File: src/rtl/axis_packetizer.sv
// Frames an unframed AXI-Stream beat stream into packets of cfg_len beats with tlast and per-packet tid.
// Latency: one cycle from input accept to m_axis_* when the output register is free.
// Backpressure: 2-entry skid (output + skid register); s_axis_tready is registered and drops only while the skid is full.
module axis_packetizer #(
    parameter int DATA_WIDTH = 32,
    parameter int TID_WIDTH  = 8,
    parameter int MAX_LEN    = 16,
    localparam int LEN_WIDTH = $clog2(MAX_LEN + 1)
) (
    input  logic                  aclk,
    input  logic                  aresetn,
    input  logic [LEN_WIDTH-1:0]  cfg_len,
    input  logic                  flush,
    input  logic [DATA_WIDTH-1:0] s_axis_tdata,
    input  logic                  s_axis_tvalid,
    output logic                  s_axis_tready,
    output logic [DATA_WIDTH-1:0] m_axis_tdata,
    output logic                  m_axis_tvalid,
    input  logic                  m_axis_tready,
    output logic                  m_axis_tlast,
    output logic [TID_WIDTH-1:0]  m_axis_tid,
    output logic [15:0]           pkt_count
);

    typedef struct packed {
        logic [DATA_WIDTH-1:0] tdata;
        logic                  tlast;
        logic [TID_WIDTH-1:0]  tid;
    } beat_t;

    typedef enum logic {IDLE, ACTIVE} state_t;

    state_t               state, state_nxt;
    logic [LEN_WIDTH-1:0] len_q, len_nxt;
    logic [LEN_WIDTH-1:0] cnt, cnt_nxt;
    logic [LEN_WIDTH-1:0] cfg_len_sat;
    logic                 flush_pending, flush_pending_nxt;
    logic                 beat_last;
    logic [TID_WIDTH-1:0] tid_cnt;
    logic [15:0]          pkt_cnt;

    logic                 in_rdy;
    logic                 accept;
    beat_t                in_beat, out_q, skid_q;
    logic                 out_vld, skid_vld, skid_vld_nxt;
    logic                 load_out;

    assign accept      = s_axis_tvalid && in_rdy;
    assign cfg_len_sat = (cfg_len == '0 || cfg_len > LEN_WIDTH'(MAX_LEN)) ? LEN_WIDTH'(MAX_LEN) : cfg_len;

    always_comb begin
        state_nxt         = state;
        len_nxt           = len_q;
        cnt_nxt           = cnt;
        flush_pending_nxt = flush_pending;
        beat_last         = 1'b0;
        case (state)
            IDLE: begin
                // flush is deliberately ignored here: there is no packet to terminate
                if (accept) begin
                    len_nxt = cfg_len_sat;
                    cnt_nxt = LEN_WIDTH'(1);
                    if (cfg_len_sat == LEN_WIDTH'(1)) begin
                        beat_last = 1'b1;
                    end else begin
                        state_nxt = ACTIVE;
                    end
                end
            end
            ACTIVE: begin
                if (accept) begin
                    beat_last = (cnt == len_q - LEN_WIDTH'(1)) || flush_pending || flush;
                    if (beat_last) begin
                        state_nxt         = IDLE;
                        cnt_nxt           = '0;
                        flush_pending_nxt = 1'b0;
                    end else begin
                        cnt_nxt = cnt + LEN_WIDTH'(1);
                    end
                end else if (flush) begin
                    flush_pending_nxt = 1'b1;
                end
            end
            default: state_nxt = IDLE;
        endcase
    end

    always_ff @(posedge aclk or negedge aresetn) begin
        if (!aresetn) begin
            state         <= IDLE;
            len_q         <= '0;
            cnt           <= '0;
            flush_pending <= 1'b0;
            tid_cnt       <= '0;
            pkt_cnt       <= '0;
        end else begin
            state         <= state_nxt;
            len_q         <= len_nxt;
            cnt           <= cnt_nxt;
            flush_pending <= flush_pending_nxt;
            if (accept && beat_last) begin
                tid_cnt <= tid_cnt + TID_WIDTH'(1);
                pkt_cnt <= pkt_cnt + 16'd1;
            end
        end
    end

    // tid_cnt only moves on a tlast accept, so it is constant across a packet's beats
    assign in_beat = '{tdata: s_axis_tdata, tlast: beat_last, tid: tid_cnt};

    assign load_out = !out_vld || m_axis_tready;

    always_comb begin
        skid_vld_nxt = skid_vld;
        if (load_out) begin
            skid_vld_nxt = 1'b0;
        end else if (accept) begin
            skid_vld_nxt = 1'b1;
        end
    end

    // accept implies an empty skid, so the skid-to-output move never collides with a new beat
    always_ff @(posedge aclk or negedge aresetn) begin
        if (!aresetn) begin
            out_q    <= '0;
            out_vld  <= 1'b0;
            skid_q   <= '0;
            skid_vld <= 1'b0;
            in_rdy   <= 1'b0;
        end else begin
            if (load_out) begin
                if (skid_vld) begin
                    out_q   <= skid_q;
                    out_vld <= 1'b1;
                end else if (accept) begin
                    out_q   <= in_beat;
                    out_vld <= 1'b1;
                end else begin
                    out_vld <= 1'b0;
                end
            end else if (accept) begin
                skid_q <= in_beat;
            end
            skid_vld <= skid_vld_nxt;
            in_rdy   <= !skid_vld_nxt;
        end
    end

    assign s_axis_tready = in_rdy;
    assign m_axis_tvalid = out_vld;
    assign m_axis_tdata  = out_q.tdata;
    assign m_axis_tlast  = out_q.tlast;
    assign m_axis_tid    = out_q.tid;
    assign pkt_count     = pkt_cnt;

endmodule

File: config.mk
export PLATFORM = sky130hd
export DESIGN_NAME = axis_packetizer
export DESIGN_NICKNAME = d
export VERILOG_FILES = /design/src/rtl/axis_packetizer.sv
export SDC_FILE = /design/constraint.sdc
export NUM_CORES = 1
export LEC_CHECK = 0
export CAP_MARGIN = 20
export CORE_ASPECT_RATIO = 1.25
export CORE_UTILIZATION = 47
export CTS_CLUSTER_SIZE = 28
export DETAILED_ROUTE_END_ITERATION = 8
export PLACE_DENSITY = 0.83
export SYNTH_ARGS = -nofsm -noshare
export SYNTH_HDL_FRONTEND = slang
export SYNTH_SLANG_ARGS = --single-unit
File: constraint.sdc
create_clock -name aclk -period 2.3 [get_ports aclk]
set_input_delay 0.46 -clock aclk [delete_from_list [all_inputs] [get_ports aclk]]
set_output_delay 0.46 -clock aclk [all_outputs]
set_load 0.02 [all_outputs]
# ---- After elaboration in Yosys (flattened, before gate mapping)
# Index checks and enable logic that the tools add are counted.
dict set report op_classes {
  muxes 23
  n_eq_ne 5
  n_addsub 4
  n_reduce_logical 16
  n_bitwise 2
  magnitude_cmp 1
}
# cell count
set op_table {}
lappend op_table {{41-bit two-way mux} 2}
lappend op_table {{5-bit two-way mux} 4}
lappend op_table {{16-bit by 1-bit adder with 16-bit output (second input constant)} 1}
lappend op_table {{1-bit two-way mux} 14}
lappend op_table {{5-bit case mux with 2 select lines} 1}
lappend op_table {{8-bit by 1-bit adder with 8-bit output (second input constant)} 1}
lappend op_table {{2-bit AND reduction} 4}
lappend op_table {{5-bit by 1-bit adder with 5-bit output (second input constant)} 1}
lappend op_table {{5-bit by 1-bit equality test with 1-bit output (second input constant)} 1}
lappend op_table {{5-bit equality test} 1}
lappend op_table {{5-bit greater-than comparator (second input constant)} 1}
lappend op_table {{5-bit zero test} 1}
lappend op_table {{5-bit by 1-bit subtractor with 5-bit output (second input constant)} 1}
lappend op_table {{1-bit logical OR} 4}
lappend op_table {{2-bit by 1-bit inequality test with 1-bit output (second input constant)} 2}
lappend op_table {{1-bit case mux with 2 select lines} 2}
lappend op_table {{2-bit nonzero test} 2}
lappend op_table {{3-bit AND reduction} 1}
lappend op_table {{1-bit logical AND} 2}
lappend op_table {{1-bit zero test} 2}
lappend op_table {{2-bit inequality test (second input constant)} 1}
lappend op_table {{1-bit inverter} 2}
dict set report word_totals {
  out_inout_bits 59
  wordCells 66
  register_bits 121
  input_bits 42
}

# ---- Longest topological paths before layout
# Gate-level depths: netlist of the first run.
dict set report logic_depth {
  depth_word 9
  mapped_depth 10
  ltp_nobuf 9
}

# ---- Worst setup path after synthesis of the first run
# OpenSTA, ideal clock, no wires.
dict set report synth_path {
  kind {input to register}
  from {in cfg_len[1]}
  to {reg pkt_cnt[8] (netlist: pkt_count[8])}
  required_ns 2.170
  setup_slack_ns -0.026
  stages 10
  t_arrival_ns 2.196
  path_buffers 1
  setup_time_ns 0.130
  path_cell_list {nor3_1 > nand2b_1 > ha_1 > inv_1 > a41oi_1 > nor2_1 > o21a_1 > buf_2 > nand4_1 > xnor2_1}
}
dict set report synth_between {
  elab_chain_cells 8
  elab_cells_between_ends 9
  classes_between {order compare: 1; eq/ne: 1; mux: 4; reduce/logical: 3}
}
# item line
set synth_lines {}
lappend synth_lines {{from (decl)} 12} ;# input logic [LEN_WIDTH-1:0] cfg_len,
lappend synth_lines {{5-bit greater-than comparator or 5-bit zero test (tied branches)} 49} ;# assign cfg_len_sat = (cfg_len == '0 || cfg_len > LEN_WIDTH'(MAX_LEN)) ? LEN_WIDTH'(MAX_LEN) : cfg_len;
lappend synth_lines {{1-bit logical OR} 49}
lappend synth_lines {{5-bit two-way mux (*)} 49}
lappend synth_lines {{5-bit by 1-bit equality test with 1-bit output (*)} 63} ;# if (cfg_len_sat == LEN_WIDTH'(1)) begin
lappend synth_lines {{1-bit two-way mux (*)} 63}
lappend synth_lines {{1-bit two-way mux (*)} 60} ;# if (accept) begin
lappend synth_lines {{1-bit case mux with 2 select lines (*)} 57} ;# case (state)
lappend synth_lines {{1-bit logical AND (*)} 101} ;# if (accept && beat_last) begin
lappend synth_lines {{to (signal assigned)} 103} ;# pkt_cnt <= pkt_cnt + 16'd1;
lappend synth_lines {{to (decl)} 40} ;# logic [15:0] pkt_cnt;
# Mark *: on every way between the ends. The rest lies on a longest branch, timed or not.
# A chain may end at the register's enable or synchronous reset.

# ---- Worst setup path after layout of the first run
dict set report layout_path {
  from {reg len_q[1]}
  to {reg tid_cnt[1]}
}
dict set report layout_between {
  elab_chain_cells 7
}
# item line
set layout_lines {}
lappend layout_lines {{from (decl)} 34} ;# logic [LEN_WIDTH-1:0] len_q, len_nxt;
lappend layout_lines {{from (signal assigned)} 98} ;# len_q <= len_nxt;
lappend layout_lines {{5-bit by 1-bit subtractor with 5-bit output} 72} ;# beat_last = (cnt == len_q - LEN_WIDTH'(1)) || flush_pending || flush;
lappend layout_lines {{5-bit equality test} 72}
lappend layout_lines {{1-bit logical OR (2 in series)} 72}
lappend layout_lines {{1-bit two-way mux} 71} ;# if (accept) begin
lappend layout_lines {{1-bit case mux with 2 select lines} 57}
lappend layout_lines {{1-bit logical AND} 101}
lappend layout_lines {{to (signal assigned)} 102} ;# tid_cnt <= tid_cnt + TID_WIDTH'(1);
lappend layout_lines {{to (decl)} 39} ;# logic [TID_WIDTH-1:0] tid_cnt;
# No other way between the ends.

==> out/results.tsv, run 1 <==
metric	value	unit
fin_crit_sh	97.4	%
synth_xor_area_share	4.51	%
timing.hold.ws	0.0554	ns
rows	42	
dieArea	0.0116	mm²
rr_worst_depth	9	
drc	0	
syn-num-nets	496	
cts_root_buffer	clkbuf_16	
layoutNonFillerInstCount	716	
final_net_count	620	
start_util	48.9	%
synth_top_area_cell	dfrtp_1	
hold_viol	0	
area_growth	38.5	%
ff2ff_setup_slack	0.06	ns
groute.usage.overall	21.8	%
drt_iter0_drc	145	
cts_tree	built	
viasPerCell	5.44	
vdd_ir_drop_max	0.727	mV
synth_cell_types	39	
n_antenna_cell	0	
skew	0.00475	ns
place_area	0.00659	mm²
synthSimpleGateAreaFrac	11.0	%
finalSetupViolations	0	
r2r-end	tid_cnt[1]	
max_freq	446	MHz
grt_max_degree	45	
status	completed	
yosysWarnings	0	
cts.sinks	121	
arrival	2.52	ns
syn-cell-area	0.00525	mm²
crit_buf_inv	3	
cts_setup_buffers	0	
r2r_start	len_q[1]	
synthAdderAreaFrac	1.19	%
rsz0062_at_grt	yes	
hpwl	7780	µm
p_leak	3.09	nW
place_inst	685	
finalCriticalPeriod	2.24	ns
powerDensity	1130	mW/mm²
route.final.wire_length	11700	µm
vias	3894	
wl_per_cell	16.4	µm
grt_pass1_wl	19100	µm
postSynth.asyncResetShare	100	%
start_kind	flop	
gp_congestion	0.885	
max_cap_viol_count	0	
max-slew-margin-rel	61.4	%
synth_mux_area_share	16.7	%
synthCells	449	
postCtsHoldBufs	0	
final_area	0.00726	mm²
critPathRequiredTime	2.58	ns
n_fill_cell	779	
clkSlewWorstSetupHoldPaths	0.05	ns
yosys-top-cells-area	dfrtp_1 58%, mux2_2 8.6%, mux2i_1 7.6%	
core_area	0.0107	mm²
grt_pass1_vias	4057	
path_max_fanout	8	
total_power	8.18	mW
avgSynthCellArea	11.7	µm²
io_pins	101	
critPathSlowestCell	dfrtp_1	
worstMarginPinSlew	0.579	ns
numPortBuffers	100	
hold_class	in2async	
drive_gt1_share	19.7	%
final.setup.tns	0	ns
numCtsBuffers	17	
synth_edf_count	0	
endpoint_kind	flop	
antenna_left	0	
slowest_delay	0.37	ns
die_h	120	µm
crit_family	compound AO/OA/AOI/OAI gates	
clock_path_buffers	2	
ys.flop_type	dfrtp_1	
slew_violations	0	
grt_remaining_overflow	0	
critPathKind	reg2reg	
clk_latency	0.40	ns
drtPass1Iterations	5	
crit_chain	inv_2, ha_4, nor2b_1, or3_1, a311oi_2, buf_4, o21a_4, buf_12, mux2_4	
synth_top_family_by_area	multiplexers	
ys_ff_latch	121	
antenna_found_initial	0	
die_w	96.5	µm
synth_compound_area_share	6.85	%
htree_levels	4	
synth_top_area_share	57.7	%
ys_seq_area_share	57.7	%
how the worst max path moves through the flow:
stage / slack, ns / from / to / depth (start not counted)
after global placement: -0.47 / cfg_len[1] / pkt_count[9] / 10
after global routing: -0.05 / len_q[1] / pkt_count[8] / 10
after CTS: 0.01 / len_q[1] / tid_cnt[1] / 9
final: 0.06 / len_q[1] / tid_cnt[1] / 9
after detailed placement: -0.51 / cfg_len[1] / pkt_count[9] / 10
after floorplan: 0.008 / cfg_len[1] / pkt_count[8] / 10
final cells by class:
type	instances	area, µm²	area share (%)
multi-input combinational	300	2210	30.5
clock buffer	20	457	6.29
clock inverter	10	103	1.41
timing repair buffer	125	1270	17.4
inverter	8	30.0	0.413
tap	132	165	2.27
sequential	121	3030	41.7
registers in the layout (all words and copies together), names as in the netlist:
name and count:
m_axis_tdata 32, skid_q 41, len_q 5, m_axis_tlast 1
m_axis_tid 8, skid_vld 1, m_axis_tvalid 1, s_axis_tready 1
pkt_count 16, cnt 5, flush_pending 1, state 1
tid_cnt 8
report_power, final:
group          internal (mW)  switching [mW]
logic                   1.29            1.20
registers               2.73           0.458
clock network           1.62           0.878
total                   5.64            2.54
synth_stat cells (all sizes together) (2+ instances only):
cell type,n
clkbuf,14
and2,2
mux2i,40
and3,6
ha,5
xnor2,21
nand2,28
nor3,5
nor2,48
nor4,3
buf,6
dfrtp,121
nand2b,3
nand3,10
or3,2
nor2b,3
a221o,2
o21ai,10
xor2,6
inv,8
nand4,8
a21oi,44
mux2,42
cell families after synthesis:
kind of cell / count (synthesis)
AND/OR/NAND/NOR: 123
flip-flops: 121
multiplexers: 82
AO/OA/AOI/OAI: 63
buffers and inverters: 28
XOR/XNOR: 27
adder cells (fa/ha/maj): 5
repair_timing:
| item | CTS | global route |
|---|---|---|
| pin swaps | 5 | 10 |
| setup endpoints to repair | 11 | 16 |
| gates resized for setup | 5 | 14 |
| gates cloned | 0 | 1 |
layer usage:
layer  global-route usage [%]  vias to the layer above  wire (µm)
met4                     8.00                        0        207
li1                         -                     1813          -
met2                     36.9                      120       6130
met3                     5.64                       20        512
met1                     26.4                     1941       4880
met5                        0                        -          0
stage by stage:
step	util [%]	worst slack (ns)
floorplan	-	0.00794
global placement	61.4	-0.473
detailed placement	61.4	-0.511
CTS	66.9	0.0131
global route	67.8	-0.0471
finish	67.8	0.0599
layout by cell type, fill, tap and decap left out, types with 2 or more instances in the layout:
| cell type | instances |
|---|---|
| dfrtp_1 | 120 |
| clkdlybuf4s50_1 | 99 |
| nor2_1 | 46 |
| a21oi_1 | 44 |
| mux2_2 | 40 |
| mux2i_1 | 40 |
| nand2_1 | 27 |
| xnor2_1 | 21 |
| buf_4 | 20 |
| clkbuf_16 | 18 |
| nand3_1 | 10 |
| o21ai_0 | 8 |
| nand4_1 | 8 |
| clkinv_2 | 7 |
| inv_1 | 6 |
| xor2_1 | 6 |
| and3_1 | 6 |
| buf_12 | 5 |
| nor3_1 | 4 |
| ha_1 | 4 |
| nand2b_1 | 3 |
| nor2b_1 | 3 |
| nor4_2 | 3 |
| inv_2 | 2 |
| and2_1 | 2 |
| a221o_1 | 2 |
| nor2_4 | 2 |
| mux2_4 | 2 |
| bufinv_16 | 2 |
| clkbuf_8 | 2 |
Note: power is estimated with default switching activity, not from simulation.
==> run 2, diff against run 1 <==
--- a/config.mk
+++ b/config.mk
@@ -7,10 +7,10 @@
 export LEC_CHECK = 0
 export CAP_MARGIN = 20
 export CORE_ASPECT_RATIO = 1.25
-export CORE_UTILIZATION = 47
+export CORE_UTILIZATION = 50
 export CTS_CLUSTER_SIZE = 28
 export DETAILED_ROUTE_END_ITERATION = 8
-export PLACE_DENSITY = 0.83
+export PLACE_DENSITY = 0.84
 export SYNTH_ARGS = -nofsm -noshare
 export SYNTH_HDL_FRONTEND = slang
 export SYNTH_SLANG_ARGS = --single-unit
==> constraint.sdc (replaced) <==
create_clock -name aclk -period 2.2 [get_ports aclk]
set_input_delay 0.44 -clock aclk [delete_from_list [all_inputs] [get_ports aclk]]
set_output_delay 0.44 -clock aclk [all_outputs]
set_load 0.02 [all_outputs]
==> run 2 against run 1 <==
Net effect: the flow now finishes with violations (negative setup slack); via count fell by 0.69%; wire length rose by 0.65%; die area shrank 5.9%; register-to-register slack got worse by 0.08 ns; core utilization up 4.7 points; global-route usage rose by 0.92 points; highest routed layer unchanged.
==> out/results.tsv, run 2 (synthesis results as in run 1) <==
metric	value	unit
drc	0	
critPathRequiredTime	2.49	ns
regArea	0.00303	mm²
numCtsBuffers	17	
path_max_fanout	6	
gp_congestion	0.797	
hold_class	in2reg	
fin_crit_sh	105	%
globalRouteMet2Util	38.0	%
die_w	93.6	µm
grt_pass1_wl	18800	µm
finalSetupViolations	21	
grt_pass1_vias	3952	
endpoint_kind	flop	
max_freq	433	MHz
core_area	0.0102	mm²
r2r-end	pkt_count[1]	
rsz0062_at_grt	yes	
setup_ws	-0.111	ns
viasPerCell	5.42	
drt_iter0_drc	244	
max-slew-margin-rel	68.0	%
final_common_cell	dfrtp_1	
r2r_start	len_q[1]	
ff2ff_setup_slack	-0.02	ns
hold_viol	0	
p_leak	3.14	nW
grt_remaining_overflow	0	
cts.sinks	121	
max_cap_viol_count	0	
io_pins	101	
n_fill_cell	656	
worstMarginPinSlew	0.479	ns
slowest_delay	0.45	ns
skew	0.00984	ns
start_kind	primary input	
clock_path_buffers	2	
vias	3867	
htree_levels	4	
critPathSlowestCell	clkdlybuf4s50_1	
dieArea	0.0109	mm²
die_h	117	µm
finalCriticalPeriod	2.31	ns
final_cell_mix	120 x dfrtp_1, 98 x clkdlybuf4s50_1, 45 x nor2_1	
n_antenna_cell	0	
multiInputGateArea	0.00226	mm²
drtPass1Iterations	4	
slew_violations	0	
critical_path.startpoint	cfg_len[1]	
drive_gt1_share	20.9	%
grtUsageMet3	5.47	%
use_met1	28.1	%
top_register	skid_q	
route.final.wire_length	11800	µm
rows	41	
antenna_found_initial	0	
antenna_left	0	
start_util	51.6	%
busiest_layer	met2	
crit_chain	clkdlybuf4s50_1, nor3_2, nand2b_1, ha_4, inv_2, a41oi_2, nor2_2, o21ai_4, or3_4, xnor2_2	
cts_tree	built	
critPathKind	in2reg	
cp-endpoint	pkt_count[9]	
status	complete, but fails checks	
total_power	8.74	mW
area_growth	40.3	%
rr_worst_depth	9	
final_net_count	619	
groute.usage.overall	22.8	%
hpwl	7640	µm
grt_max_degree	47	
numPortBuffers	100	
largest_reg_flops	41	
vdd_ir_drop_max	0.825	mV
powerDensity	1190	mW/mm²
postLayoutCoreUtil	72.4	%
arrival	2.60	ns
cts_root_buffer	clkbuf_16	
clk_latency	0.41	ns
wl_per_cell	16.6	µm
clkSlewWorstSetupHoldPaths	0.06	ns
violations	negative setup slack	
## run 2: worst min-delay path by stage
stage | slack (ns) | end | startpoint | depth (start not counted)
3_5_place_dp | 0.43 | m_axis_tdata[13] | aresetn | 1
4_1_cts | 0.46 | len_q[3] | cfg_len[3] | 3
3_3_place_gp | 0.42 | skid_q[22] | aresetn | 1
2_1_floorplan | 0.14 | cnt[0] | aresetn | 0
6_report | 0.48 | len_q[3] | cfg_len[3] | 3
5_1_grt | 0.49 | len_q[3] | cfg_len[3] | 3
## run 2: metrics by stage
stage	instances	hold WS, ns	worst slack (ns)	area [µm²]	setup TNS, ns
floorplan	449	0.144	0.0213	5250	0
global placement	677	0.423	-0.461	6580	-9.21
detailed placement	677	0.434	-0.572	6580	-11.69
CTS	711	0.463	-0.0703	7230	-0.343
global route	713	0.495	-0.205	7360	-3.56
finish	713	0.478	-0.111	7360	-1.36
## run 2: where the power goes
part | total, mW | internal, mW | switching, mW | leakage, nW
registers | 3.34 | 2.85 | 0.488 | 1.45
logic | 2.65 | 1.38 | 1.27 | 1.40
clock network | 2.75 | 1.82 | 0.927 | 0.290
total | 8.74 | 6.05 | 2.68 | 3.14
## run 2: cell type report
cell class / count / area share (%)
Clock buffer: 22 / 6.31
Clock inverter: 9 / 1.67
Inverter: 8 / 0.408
Multi-Input combinational cell: 300 / 30.8
Sequential cell: 121 / 41.2
Tap cell: 129 / 2.19
Timing Repair Buffer: 124 / 17.5
## run 2: metal layers
layer | vias to the layer above | routed length [µm]
met4 | 0 | 246
met3 | 23 | 414
li1 | 1824 | -
met2 | 93 | 6080
met5 | - | 0
met1 | 1927 | 5070
## run 2: critical path, delay by kind of cell
kind                       cells  cell delay [ns]
and+or+nand+nor                4             0.99
AOI/OAI and AO/OA              2             0.28
xor gates and xnor gates       1             0.14
adders and majority gates      1             0.24
buffers and inverters          2             0.51
## run 2: what timing repair did
item	4_1_cts	5_1_grt
hold buffers	1	0
pin swaps	8	10
gates cloned	0	1
endpoints found under the hold margin	1	0
setup buffers	2	1
resized for setup	8	20
setup endpoints to repair	24	27
